[config.mk]
export PLATFORM = sky130hd
export DESIGN_NAME = pipeline_wb_scoreboard
export DESIGN_NICKNAME = d
export VERILOG_FILES = /design/src/rtl/pipeline_pkg.sv /design/src/rtl/pipeline_wb_scoreboard_load_extend.sv /design/src/rtl/pipeline_wb_scoreboard.sv
export SDC_FILE = /design/constraint.sdc
export NUM_CORES = 1
export LEC_CHECK = 0
export ABC_AREA = 1
export BUFFER_PORTS_ARGS = -buffer_cell sky130_fd_sc_hd__buf_2
export CORE_UTILIZATION = 58
export CTS_BUF_LIST = sky130_fd_sc_hd__clkbuf_4 sky130_fd_sc_hd__clkbuf_8
export CTS_CLUSTER_DIAMETER = 100
export DETAILED_ROUTE_END_ITERATION = 8
export PLACE_DENSITY = 0.84
export SYNTH_ARGS = -nofsm -noshare
export SYNTH_HDL_FRONTEND = slang
export SYNTH_SLANG_ARGS = --single-unit
[constraint.sdc]
create_clock -name clk -period 3.7 [get_ports clk]
set_input_delay 0.74 -clock clk [delete_from_list [all_inputs] [get_ports clk]]
set_output_delay 0.74 -clock clk [all_outputs]
set_load 0.02 [all_outputs]
[src/rtl/pipeline_pkg.sv]
// ---------------------------------------------------------------------------
// pipeline_pkg
//   Shared types and constants for the writeback stage.
//   - XLEN        : datapath width
//   - wb_sel_e    : writeback result select (ALU, LOAD, PC4, IMM)
//   - F3_*        : load funct3 encodings understood by load_extend
// ---------------------------------------------------------------------------
package pipeline_pkg;

    localparam int XLEN = 32;

    typedef enum logic [1:0] {
        WB_ALU  = 2'd0,
        WB_LOAD = 2'd1,
        WB_PC4  = 2'd2,
        WB_IMM  = 2'd3
    } wb_sel_e;

    localparam logic [2:0] F3_LB  = 3'd0;
    localparam logic [2:0] F3_LH  = 3'd1;
    localparam logic [2:0] F3_LW  = 3'd2;
    localparam logic [2:0] F3_LBU = 3'd4;
    localparam logic [2:0] F3_LHU = 3'd5;

endpackage

[src/rtl/pipeline_wb_scoreboard_load_extend.sv]
// ---------------------------------------------------------------------------
// load_extend
//   Combinational load formatter: selects the byte/half addressed by
//   addr_lo_i out of the raw word and sign- or zero-extends it.
//   Ports:
//     funct3_i  [2:0]  load type (LB/LH/LW/LBU/LHU, others -> full word)
//     addr_lo_i [1:0]  byte offset within the word
//     rdata_i   [31:0] raw load word
//     result_o  [31:0] formatted load value
// ---------------------------------------------------------------------------
module load_extend
    import pipeline_pkg::*;
(
    input  logic [2:0]      funct3_i,
    input  logic [1:0]      addr_lo_i,
    input  logic [XLEN-1:0] rdata_i,
    output logic [XLEN-1:0] result_o
);

    logic [7:0]  byte_w;
    logic [15:0] half_w;

    always_comb begin
        byte_w = rdata_i[{addr_lo_i, 3'b000} +: 8];
        // Halfword lanes are chosen by addr_lo[1] only; addr_lo[0] is ignored.
        half_w = rdata_i[{addr_lo_i[1], 4'b0000} +: 16];
        case (funct3_i)
            F3_LB:   result_o = {{24{byte_w[7]}}, byte_w};
            F3_LH:   result_o = {{16{half_w[15]}}, half_w};
            F3_LBU:  result_o = {24'd0, byte_w};
            F3_LHU:  result_o = {16'd0, half_w};
            default: result_o = rdata_i;
        endcase
    end

endmodule

[src/rtl/pipeline_wb_scoreboard.sv]
// ---------------------------------------------------------------------------
// pipeline_wb_scoreboard
//   Writeback stage: accepts retiring instructions from MEM, formats load
//   data, drives the register-file write port, tracks in-flight writes per
//   register to stall ID on RAW hazards, and counts retired instructions.
//   Ports:
//     clk, reset (sync, active-low)
//     mem_valid/mem_ready + mem_* fields : retiring instruction from MEM
//     dmem_rvalid, dmem_rdata            : load data return
//     id_issue, id_regwrite, id_rd       : instruction leaving ID
//     id_rs1, id_rs2, id_stall           : hazard check for ID
//     rd_we, rd_addr, rd_data            : register-file write port
//     instret                            : 64-bit retired count
//
// Handshake: a transfer happens on a posedge where mem_valid && mem_ready.
// mem_ready depends only on WB state and dmem_rvalid, never on mem_valid,
// so MEM may hold mem_valid and its fields until the transfer occurs.
// ---------------------------------------------------------------------------
module pipeline_wb_scoreboard
    import pipeline_pkg::*;
#(
    parameter int PEND_W = 2,
    parameter int NREGS  = 32
) (
    input  logic            clk,
    input  logic            reset,
    input  logic            mem_valid,
    output logic            mem_ready,
    input  logic [4:0]      mem_rd,
    input  logic [1:0]      mem_wb_sel,
    input  logic [2:0]      mem_funct3,
    input  logic [1:0]      mem_addr_lo,
    input  logic [XLEN-1:0] mem_alu,
    input  logic [XLEN-1:0] mem_pc4,
    input  logic [XLEN-1:0] mem_imm,
    input  logic            mem_regwrite,
    input  logic            dmem_rvalid,
    input  logic [XLEN-1:0] dmem_rdata,
    input  logic            id_issue,
    input  logic            id_regwrite,
    input  logic [4:0]      id_rd,
    input  logic [4:0]      id_rs1,
    input  logic [4:0]      id_rs2,
    output logic            id_stall,
    output logic            rd_we,
    output logic [4:0]      rd_addr,
    output logic [XLEN-1:0] rd_data,
    output logic [63:0]     instret
);

    localparam logic [PEND_W-1:0] CNT_MAX = '1;
    localparam logic [PEND_W-1:0] CNT_ONE = PEND_W'(1);

    logic            wb_valid_q;
    logic            wb_regwrite_q;
    logic [4:0]      wb_rd_q;
    wb_sel_e         wb_sel_q;
    logic [2:0]      wb_funct3_q;
    logic [1:0]      wb_addr_lo_q;
    logic [XLEN-1:0] wb_alu_q;
    logic [XLEN-1:0] wb_pc4_q;
    logic [XLEN-1:0] wb_imm_q;
    logic [PEND_W-1:0] cnt_q [NREGS];
    logic [PEND_W-1:0] cnt_d [NREGS];
    logic [63:0]     instret_q;
    logic [63:0]     instret_d;

    logic            done;
    logic            accept;
    logic            rs1_hz;
    logic            rs2_hz;
    logic            issue_ok;
    logic [XLEN-1:0] load_val;
    logic [XLEN-1:0] result;

    load_extend u_load_extend (
        .funct3_i  (wb_funct3_q),
        .addr_lo_i (wb_addr_lo_q),
        .rdata_i   (dmem_rdata),
        .result_o  (load_val)
    );

    always_comb begin
        // Gating with reset keeps every output quiet while reset is held,
        // even if an entry was valid when reset arrived.
        done      = reset && wb_valid_q && (wb_sel_q != WB_LOAD || dmem_rvalid);
        mem_ready = reset && (!wb_valid_q || done);
        accept    = mem_valid && mem_ready;

        case (wb_sel_q)
            WB_ALU:  result = wb_alu_q;
            WB_LOAD: result = load_val;
            WB_PC4:  result = wb_pc4_q;
            default: result = wb_imm_q;
        endcase

        rd_we   = done && wb_regwrite_q && (wb_rd_q != 5'd0);
        rd_addr = reset ? wb_rd_q : 5'd0;
        rd_data = done ? result : '0;

        // A source whose last pending write is retiring now does not stall:
        // the register file writes at the negedge, before ID reads it.
        rs1_hz = (id_rs1 != 5'd0) && (cnt_q[id_rs1] != '0) &&
                 !(rd_we && wb_rd_q == id_rs1 && cnt_q[id_rs1] == CNT_ONE);
        rs2_hz = (id_rs2 != 5'd0) && (cnt_q[id_rs2] != '0) &&
                 !(rd_we && wb_rd_q == id_rs2 && cnt_q[id_rs2] == CNT_ONE);
        id_stall = reset && (rs1_hz || rs2_hz ||
                             (id_regwrite && cnt_q[id_rd] == CNT_MAX));

        issue_ok = id_issue && id_regwrite && !id_stall && (id_rd != 5'd0);

        for (int r = 0; r < NREGS; r++) begin
            cnt_d[r] = cnt_q[r];
            if (issue_ok && id_rd == 5'(r) && !(rd_we && wb_rd_q == 5'(r))) begin
                cnt_d[r] = cnt_q[r] + CNT_ONE;
            end else if (rd_we && wb_rd_q == 5'(r) && !(issue_ok && id_rd == 5'(r)) &&
                         cnt_q[r] != '0) begin
                // An unmatched retire on an idle counter saturates at zero.
                cnt_d[r] = cnt_q[r] - CNT_ONE;
            end
        end

        instret_d = instret_q + 64'(done);
        instret   = instret_q;
    end

    always_ff @(posedge clk) begin
        if (!reset) begin
            wb_valid_q    <= 1'b0;
            wb_regwrite_q <= 1'b0;
            wb_rd_q       <= 5'd0;
            wb_sel_q      <= WB_ALU;
            wb_funct3_q   <= 3'd0;
            wb_addr_lo_q  <= 2'd0;
            wb_alu_q      <= '0;
            wb_pc4_q      <= '0;
            wb_imm_q      <= '0;
            for (int r = 0; r < NREGS; r++) begin
                cnt_q[r] <= '0;
            end
            instret_q     <= 64'd0;
        end else begin
            if (accept) begin
                wb_valid_q    <= 1'b1;
                wb_regwrite_q <= mem_regwrite;
                wb_rd_q       <= mem_rd;
                wb_sel_q      <= wb_sel_e'(mem_wb_sel);
                wb_funct3_q   <= mem_funct3;
                wb_addr_lo_q  <= mem_addr_lo;
                wb_alu_q      <= mem_alu;
                wb_pc4_q      <= mem_pc4;
                wb_imm_q      <= mem_imm;
            end else if (done) begin
                wb_valid_q    <= 1'b0;
            end
            cnt_q     <= cnt_d;
            instret_q <= instret_d;
        end
    end

endmodule

# Word-level counts from Yosys, hierarchy flattened
# Index checks and enable logic that the tools add are counted.
op_classes:
  addsub: 65
  multipliers: 0
  div: 0
  magnitude_cmp: 3
  n_eq_ne: 73
  n_shift: 2
  mux: 79
  bitwise: 3
  n_reduce_logical: 326
ops:
  columns: ["op", "count"]
  rows:
  - ["$logic_and 1x1->1", 179]
  - ["$eq 5x5->1 const B", 32]
  - ["$mux 2", 70]
  - ["$reduce_bool 2->1", 67]
  - ["$pmux 32 s4", 1]
  - ["$pmux 32 s3", 1]
  - ["$eq 5x4->1 const B", 16]
  - ["$logic_not 1->1", 68]
  - ["$add 2x1->2 const B", 32]
  - ["$add 64x1->64", 1]
  - ["$sub 2x1->2 const B", 32]
  - ["$eq 5x3->1 const B", 8]
  - ["$mux 32", 1]
  - ["$shiftx 32x6->16", 1]
  - ["$shiftx 32x6->8", 1]
  - ["$bmux 2 s5", 3]
  - ["$eq 5x2->1 const B", 4]
  - ["$reduce_bool 5->1", 4]
  - ["$ge 6x6->1 const B", 3]
  - ["$not 5->6", 3]
  - ["$eq 5x1->1 const B", 2]
  - ["$eq 5x5->1", 2]
  - ["$logic_not 5->1", 2]
  - ["$eq 2x1->1 const B", 3]
  - ["other kinds (9)", 15]
totals:
  register_bits: 238
  latchBits: 0
  mem_bits_rw: 0
  romBits: 0
  input_bits: 162
  output_inout_bits: 104
  n_memories: 0

# Logic depth before layout (Yosys ltp)
# Gate-level depths: netlist of run 1.
depth:
  word_depth: 21
  depth_mapped: 21
  ltp_nobuf: 20

# Modules after synthesis
# A second synthesis of run 1 with hierarchy kept.
hier_totals:
  hier_cells: 2570
  hier_area_um2: 15200.8
modules_own_cells:
  columns: ["module", "instances", "cells_each", "area_each_um2", "seq_area_each_um2"]
  rows:
  - ["pipeline_wb_scoreboard", 1, 2368, 14268.7, 4764.6]
  - ["load_extend", 1, 202, 932.1, 0.0]

# Worst setup path after synthesis of run 1
# OpenSTA, ideal clock, no wires.
synth_path:
  kind: "in2reg"
  start: "in reset"
  end: "reg instret_q[36] (netlist: instret[36])"
  arrival_time_ns: 3.276
  required_ns: 3.568
  setup_slack_ns: 0.292
  stages: 21
  n_path_buf: 2
  path_cell_list: "buf_2 > nand2_1 > inv_1 > nand2_1 > clkbuf_1 > inv_1 > ha_1 > ha_1 > nand3_1 > nor2_1 > nand3_1 > inv_1 > nand3_1 > nor3_2 > nand2_1 > nor3_2 > nand4_1 > nor2_1 > inv_1 > nor3_1 > nor3_1"
synth_between:
  elab_chain_cells: 3
synth_rtl:
  columns: ["item", "line", "rtl"]
  rows:
  - ["from (decl)", "pipeline_wb_scoreboard.sv:26", "input logic reset,"]
  - ["$logic_and 1x1->1 (2 in a row)", "pipeline_wb_scoreboard.sv:86", "done = reset && wb_valid_q && (wb_sel_q != WB_LOAD || dmem_rvalid);"]
  - ["$add 64x1->64", "pipeline_wb_scoreboard.sv:123", "instret_d = instret_q + 64'(done);"]
  - ["to (signal assigned)", "pipeline_wb_scoreboard.sv:157", "instret_q <= instret_d;"]
  - ["to (decl)", "pipeline_wb_scoreboard.sv:65", "logic [63:0] instret_q;"]
# Several ways; a longest one is shown, not always the timed one.
# A chain may end at the register's enable or synchronous reset.

# Worst setup path after layout of run 1
layout_path:
  start: "reg wb_sel_q[0]"
  end: "out id_stall"
layout_between:
  elab_chain_cells: 12
  elab_cells_between_ends: 16
layout_rtl:
  columns: ["item", "line", "rtl"]
  rows:
  - ["from (decl)", "pipeline_wb_scoreboard.sv:57", "wb_sel_e wb_sel_q;"]
  - ["from (signal assigned)", "pipeline_wb_scoreboard.sv:147", "wb_sel_q <= wb_sel_e'(mem_wb_sel);"]
  - ["$ne 2x1->1 *", "pipeline_wb_scoreboard.sv:86", null]
  - ["$logic_or 1x1->1 *", "pipeline_wb_scoreboard.sv:86", null]
  - ["$logic_and 1x1->1 *", "pipeline_wb_scoreboard.sv:86", null]
  - ["$logic_and 1x1->1 * (2 in a row)", "pipeline_wb_scoreboard.sv:97", "rd_we = done && wb_regwrite_q && (wb_rd_q != 5'd0);"]
  - ["$logic_and 1x1->1 (on tied branches) (2 in a row)", "pipeline_wb_scoreboard.sv:104, pipeline_wb_scoreboard.sv:106", null]
  - ["$logic_not 1->1 (on tied branches)", "pipeline_wb_scoreboard.sv:104, pipeline_wb_scoreboard.sv:106", null]
  - ["$logic_and 1x1->1 (on tied branches)", "pipeline_wb_scoreboard.sv:103, pipeline_wb_scoreboard.sv:105", null]
  - ["$logic_or 1x1->1 * (2 in a row)", "pipeline_wb_scoreboard.sv:107", "id_stall = reset && (rs1_hz || rs2_hz ||"]
  - ["$logic_and 1x1->1 *", "pipeline_wb_scoreboard.sv:107", null]
  - ["to (decl)", "pipeline_wb_scoreboard.sv:44", "output logic id_stall,"]
# Every way passes the cells marked *; elsewhere a longest branch is shown, timed or not.

==> results.md, run 1 <==
- Status: finished, final reports clean
- Net count, final: 2,766
- Worst Hold End: wb_pc4_q[3]$_SDFFE_PN0P_
- Hold path depth: 3
- Layout cells sized above 1: 0.156
- Grt ovf: 0
- Synthesized Nets: 2,539
- Commonest non-fill, non-tap cell in the layout: nand2_1
- Vias in the first global route: 16,200
- Fin crit period: 3570 ps
- Sequential area share after synthesis: 0.326
- Critical path class: flop to output pin
- Clock-pin transition on the worst setup and hold timing paths: 60 ps
- Reg2reg setup slack: 370 ps
- Die area: 0.0259 mm²
- Fin cells: 2,950
- Post-route cell area: 0.0171 mm²
- Synthesized area: 0.0146 mm²
- Synth top area share: 0.326
- Post-DP Area: 0.0162 mm²
- Mean Syn Cell Area: 6.16 µm²
- Post-synthesis cell type with the largest combined area: dfxtp_1
- WL/cell: 17.5 µm
- Detailed Route Iter0 Violations: 1,992
- Fin. Hold Viols: 0
- VDD IR max: 0.269 mV
- Starting Density: 0.596
- CTS tree: done
- Overall Global Routing Usage: 0.390
- Largest cells by area after synthesis: dfxtp_1 33%, nand2_1 14%, nor2_1 9.1%
- Worst-Skew Late Latency: 560 ps
- Worst Setup End Kind: output pin
- Worst reg-to-reg path cell count: 18
- Clock Path Buffers: 3
- Final setup violation count: 0
- Worst Path Max Fanout: 34
- Cells after synthesis: 2,375
- Final WS setup: 133 ps
- Port Buffers: 265
- Critical Path Start Type: flop
- Max transition margin: 0.400
- Global-route wire length before repair: 82.2 mm
- Distinct cells, synth: 43
- FF-to-FF End: instret[60]$_SDFF_PN0_
- CTS buffer count: 42
- Antenna-violating nets left: 0
- HP Class: input port to flop
- Via/cell ratio: 5.93
- Crit path DAT: 2830 ps
- Area Overhead vs Synth: 16.9%
- Most frequent cells in the layout: 562 x nand2_1, 351 x nor2_1, 264 x buf_2, 262 x inv_1, 238 x dfxtp_1
- Placement Rows: 57
- Initial antenna violation count: 3
- Final WL: 51.6 mm
- Hold_sp: mem_pc4[3]
- Final core occ: 0.697
- LEAKAGE: 6.86 nW
- Post-DP HPWL: 37.8 mm
- Max-slew violations: 0
- Max-cap violations: 0
- Largest net degree at the start of global routing: 80
- RSZ-0062 raised after global routing: true
- Core outline area: 0.0245 mm²
- FF+latch count, synth: 238
- Reg-to-Reg Start: wb_sel_q[1]$_SDFFE_PN0P_
- Die Span X: 161 µm
- Req. time, crit path: 2960 ps
- Worst Skew: 23.8 ps
- Maximum clock rate: 0.280 GHz
- Hold_ws: 386 ps
- Final RePlAce weighted congestion: 1.02
- Io pins: 266
- Main synth FF type: dfxtp_1
- Filler Cells Inserted: 2,221
- First-pass DRT Iterations: 6
- Final period util: 0.964
- Hold-fix buffers, CTS: 0
- Die Y-Extent: 161 µm
- Asr flop ratio synth: 0
- Slew @ Worst Pin: 901 ps
- Post-synth EDFFs: 0
- DR DRC count: 0
- # placed instances: 2,882
- H-tree levels: 2
- Pwr per Cell Area: 356 mW/mm²
- Num Clock Sinks: 238
- DP Worst Slack: 172 ps
- Vias: 17,500
- Warnings, synthesis: 0
- Clk root buf: clkbuf_8
[repair_timing]
action / 4_1_cts / 5_1_grt
setup endpoints to repair: 0 / 14
buffers inserted: 0 / 0
gates resized for setup: 0 / 11
[power by group]
| part | switching [mW] | total, mW | internal [mW] | leakage (nW) |
|---|---|---|---|---|
| logic | 0.606 | 0.908 | 0.302 | 4.49 |
| clock network | 1.11 | 2.45 | 1.34 | 0.434 |
| registers | 0.0608 | 2.72 | 2.66 | 1.94 |
[final cells by class]
cell class              instances  area [µm²]  area share
multi-input cells            1733        8290       0.485
flip-flops and latches        238        4760       0.279
repair buffers                312        1790       0.104
inverters                     275        1030      0.0604
clock buffers                  61         777      0.0455
well taps                     324         405      0.0237
clock inverters                 4        37.5     0.00220
diodes                          3        7.51    0.000439
[cells by family (layout without fill, tap and decap cells)]
kind of cell / after synthesis / count (layout) / share of synthesized area
AO/OA/AOI/OAI: 357 / 357 / 0.148
XOR/XNOR: 22 / 22 / 0.0132
adder cells (fa/ha/maj): 2 / 2 / 0.00171
buffers and inverters: 404 / 652 / 0.111
flip-flops: 238 / 238 / 0.326
multiplexers: 2 / 2 / 0.00137
other: 0 / 3 / 0
AND/OR/NAND/NOR: 1350 / 1350 / 0.398
[flip-flops by register name (all words and copies together), names as in the netlist]
register / flops
cnt_q: 64
instret: 64
wb_alu_q: 32
wb_imm_q: 32
wb_pc4_q: 32
wb_rd_q: 5
wb_funct3_q: 3
wb_addr_lo_q: 2
wb_sel_q: 2
wb_regwrite_q: 1
wb_valid_q: 1
[worst max-delay path, stage by stage, from the launching register on]
cell,delay (ps)
dfxtp_1,410
inv_1,100
nor2_1,240
nand2_1,80
nand2_1,190
buf_12,240
nor2_1,150
nand2_1,120
nand3_1,80
nand2_1,70
nand3_1,90
nand3_2,150
nand2_4,80
inv_1,80
buf_2,160
[layer usage]
metal,up-vias,global-route usage,wire length [µm]
li1,8347,-,-
met1,7818,0.492,20000
met2,1117,0.650,24000
met3,220,0.0511,4910
met4,0,0.206,2670
met5,-,0,0
[worst max path at each step]
stage	from	end	cells after the start
6_report	wb_sel_q[0]$_SDFFE_PN0P_	id_stall	14
5_1_grt	wb_sel_q[1]$_SDFFE_PN0P_	instret[60]$_SDFF_PN0_	18
4_1_cts	wb_sel_q[0]$_SDFFE_PN0P_	id_stall	14
3_5_place_dp	reset	instret[62]$_SDFF_PN0_	20
3_3_place_gp	reset	instret[62]$_SDFF_PN0_	20
2_1_floorplan	reset	instret[36]$_SDFF_PN0_	21
[cells in the mapped netlist, types with 33 or more instances]
library cell	n
a21oi_1	55
a221oi_1	48
buf_2	33
clkbuf_1	72
dfxtp_1	238
inv_1	263
nand2_1	562
nand3_1	231
nand4_1	103
nor2_1	353
nor3_1	71
o21ai_0	145
[through the flow]
stage	TNS [ps]	total power [mW]
final	0	6.08
after global routing	-61.2	6.30
after CTS	0	6.06
after detailed placement	0	3.64
after global placement	0	3.62
after floorplan	0	3.30
No activity file was read; power rests on OpenSTA's default activity.
==> run 2: changes to the inputs <==
Settings changed: CORE_UTILIZATION 58 to 53, PLACE_DENSITY 0.84 to 0.8.
Clock period 3.7 ns to 3.2 ns, I/O delays scaled along.
==> run 2 against run 1 <==
Effect of this change: the run now ends with negative setup slack left; clock-buffer cell count up 7; routed wire length increased by 2.7%; register-to-register slack worse by 130 ps; worst setup slack got worse by 210 ps; via count grew 0.28%; power increased by 22%; largest power group unchanged; highest routed layer is now met5.
==> results.md, run 2 (same netlist as run 1, synthesis figures left out) <==
- Status: finished with violations (was finished, final reports clean)
- Failing checks: negative setup slack
- Worst-Skew Late Latency: 580 ps (was 560 ps)
- Detailed Route Iter0 Violations: 1,835 (was 1,992)
- Die Y-Extent: 168 µm (was 161 µm)
- Placement Rows: 60 (was 57)
- Clock-pin transition on the worst setup and hold timing paths: 60 ps (about the same)
- Fin crit period: 3280 ps
- Commonest non-fill, non-tap cell in the layout: nand2_1 (unchanged)
- First-pass DRT Iterations: 5 (was 6)
- Overall Global Routing Usage: 0.365 (was 0.390)
- Grt ovf: 0 (unchanged)
- Die area: 0.0283 mm² (was 0.0259 mm²)
- Initial antenna violation count: 3 (unchanged)
- Critical-path cell list: o21ai_4 -> inv_1 -> nand2_1 -> o21a_1 -> inv_1 -> o31ai_2 -> inv_1 -> o21ai_2 -> buf_12 -> o211ai_1 -> a221oi_2 -> buf_4 (was inv_1 -> nor2_1 -> nand2_1 -> nand2_1 -> buf_12 -> nor2_1 -> nand2_1 -> nand3_1 -> nand2_1 -> nand3_1 -> nand3_2 -> nand2_4 -> inv_1 -> buf_2)
- Global-route wire length before repair: 83.0 mm (was 82.2 mm)
- Pwr per Cell Area: 415 mW/mm² (was 356 mW/mm²)
- Vias in the first global route: 16,100 (was 16,200)
- Net count, final: 2,802 (was 2,766)
- Most frequent cells in the layout: 560 x nand2_1, 342 x nor2_1, 258 x inv_1, 249 x buf_2, 234 x dfxtp_1 (was 562 x nand2_1, 351 x nor2_1, 264 x buf_2, 262 x inv_1, 238 x dfxtp_1)
- Filler Cells Inserted: 2,537 (was 2,221)
- CTS tree: done (unchanged)
- Final total power: 7.41 mW (was 6.08 mW)
- Combinational power share: 0.155 (was 0.149)
- Switching Share: 0.290 (was 0.293)
- Starting Density: 0.541 (was 0.596)
- Critical path's top delay family: compound AO/OA/AOI/OAI gates (was simple AND/OR/NAND/NOR gates)
- Area Overhead vs Synth: 22.1% (was 16.9%)
- Critical Path Start Type: flop (unchanged)
- Final WL: 53.0 mm (was 51.6 mm)
- CTS buffer count: 44 (was 42)
- Hold_sp: mem_pc4[20] (was mem_pc4[3])
- WL/cell: 17.6 µm (was 17.5 µm)
- Via/cell ratio: 5.83 (was 5.93)
- Crit-path slowest cell: a221oi_2 (was dfxtp_1)
- Final RePlAce weighted congestion: 1.01 (was 1.02)
- Critical path class: flop to output pin (unchanged)
- Fin. Hold Viols: 0 (unchanged)
- Internal power: 5.26 mW (was 4.30 mW)
- Maximum clock rate: 0.305 GHz
- Slew @ Worst Pin: 908 ps (was 901 ps)
- Post-DP HPWL: 38.4 mm (was 37.8 mm)
- Reg-to-Reg Start: wb_sel_q[0]$_SDFFE_PN0P_ (was wb_sel_q[1]$_SDFFE_PN0P_)
- LEAKAGE: 7.19 nW (was 6.86 nW)
- H-tree levels: 2 (unchanged)
- Final setup TNS: -92.6 ps (was 0 ps)
- RSZ-0062 raised after global routing: true (unchanged)
- DR DRC count: 0 (unchanged)
- Sw Pwr: 2.15 mW (was 1.78 mW)
- Hold-fix buffers, CTS: 0 (unchanged)
- Final WS setup: -79.5 ps (was 133 ps)
- Worst Path Max Fanout: 15 (was 34)
- Largest net degree at the start of global routing: 178 (was 80)
- HP Class: input port to flop (unchanged)
- Final setup violation count: 2 (was 0)
- Clk root buf: clkbuf_8 (unchanged)
- Vias: 17,600 (was 17,500)
- Port Buffers: 265 (unchanged)
- Req. time, crit path: 2560 ps (was 2960 ps)
- Io pins: 266 (unchanged)
- VDD IR max: 0.309 mV (was 0.269 mV)
- Final period util: 1.02
- Crit-path max cell delay: 390 ps (was 410 ps)
- Antenna-violating nets left: 0 (unchanged)
- Clock Path Buffers: 3 (unchanged)
- Core outline area: 0.0270 mm² (was 0.0245 mm²)
- Worst Setup End Kind: output pin (unchanged)
- Max-cap violations: 0 (unchanged)
- Sequential Power Share: 0.424 (was 0.447)
- Max-slew violations: 0 (unchanged)
- Crit path buffers/inverters: 5 (was 4)
- Layout cells sized above 1: 0.187 (was 0.156)
- Worst setup path startpoint: wb_addr_lo_q[1]$_SDFFE_PN0P_ (was wb_sel_q[0]$_SDFFE_PN0P_)
- Clock power share: 0.421 (was 0.404)
- Num Clock Sinks: 238 (unchanged)
- Crit path DAT: 2640 ps (was 2830 ps)
- Worst Skew: 36.2 ps (was 23.8 ps)
- Die Span X: 168 µm (was 161 µm)
- Max transition margin: 0.395 (was 0.400)
- Most used cell, CP: inv_1 (was nand2_1)
-- run 2: worst paths after layout --
path	to	slack [ps]	cells past startpoint
worst max-delay path	rd_data[27]	-80	12
worst max register to register	instret[32]$_SDFF_PN0_	240	20
worst min-delay path	wb_pc4_q[20]$_SDFFE_PN0P_	270	3
worst min register to register	cnt_q[63]$_SDFFE_PN0P_	460	2
-- run 2: metrics by stage --
| stage | utilization | hold slack (ps) | area, µm² | worst slack, ps | instances |
|---|---|---|---|---|---|
| 6_report | 0.660 | 267 | 17800 | -79.5 | 3011 |
| 5_1_grt | 0.660 | 264 | 17800 | -152 | 3011 |
| 4_1_cts | 0.651 | 250 | 17600 | -39.6 | 3007 |
| 3_5_place_dp | 0.612 | 443 | 16500 | -1.71 | 2927 |
| 3_3_place_gp | 0.612 | 439 | 16500 | 1.29 | 2927 |
| 2_1_floorplan | - | 420 | 14700 | 12.0 | 2375 |
-- run 2: power by group through the flow --
stage | Combinational (mW) | Clock (mW) | Sequential (mW)
floorplan | 0.648 | 0 | 3.17
global placement | 1.05 | 0 | 3.19
detailed placement | 1.06 | 0 | 3.20
CTS | 1.08 | 3.14 | 3.14
global route | 1.23 | 3.28 | 3.15
finish | 1.15 | 3.12 | 3.14
-- run 2: worst register-to-register path, delay by kind of cell, from the launching register on --
kind / cells / cell delay, ps
and+or+nand+nor: 12 / 1580
DFF: 1 / 360
AOI/OAI and AO/OA: 2 / 220
buffers and inverters: 4 / 330
adders and majority gates: 2 / 360
-- run 2: layout make-up --
class                   instances  area (µm²)  area share
diodes                          1        2.50    0.000140
clock buffers                  68         855      0.0479
clock inverters                 9        85.1     0.00477
inverters                     275        1040      0.0580
multi-input cells            1733        8500       0.476
flip-flops and latches        238        4770       0.267
well taps                     341         427      0.0239
repair buffers                346        2170       0.122
-- run 2: metal layers --
| metal | share of wire | up-vias | global-route usage | wire [µm] |
|---|---|---|---|---|
| met5 | 0.00021 | - | 0 | 11 |
| met3 | 0.093 | 203 | 0.0564 | 4940 |
| met2 | 0.45 | 966 | 0.590 | 23900 |
| li1 | - | 8424 | - | - |
| met1 | 0.40 | 7956 | 0.470 | 21300 |
| met4 | 0.055 | 2 | 0.190 | 2890 |
-- run 2: what timing repair did --
item / 4_1_cts / 5_1_grt
gates resized for setup: 18 / 57
endpoints found under the setup margin: 23 / 46
pin swaps: 1 / 4
cloned: 0 / 1
buffers inserted: 3 / 2
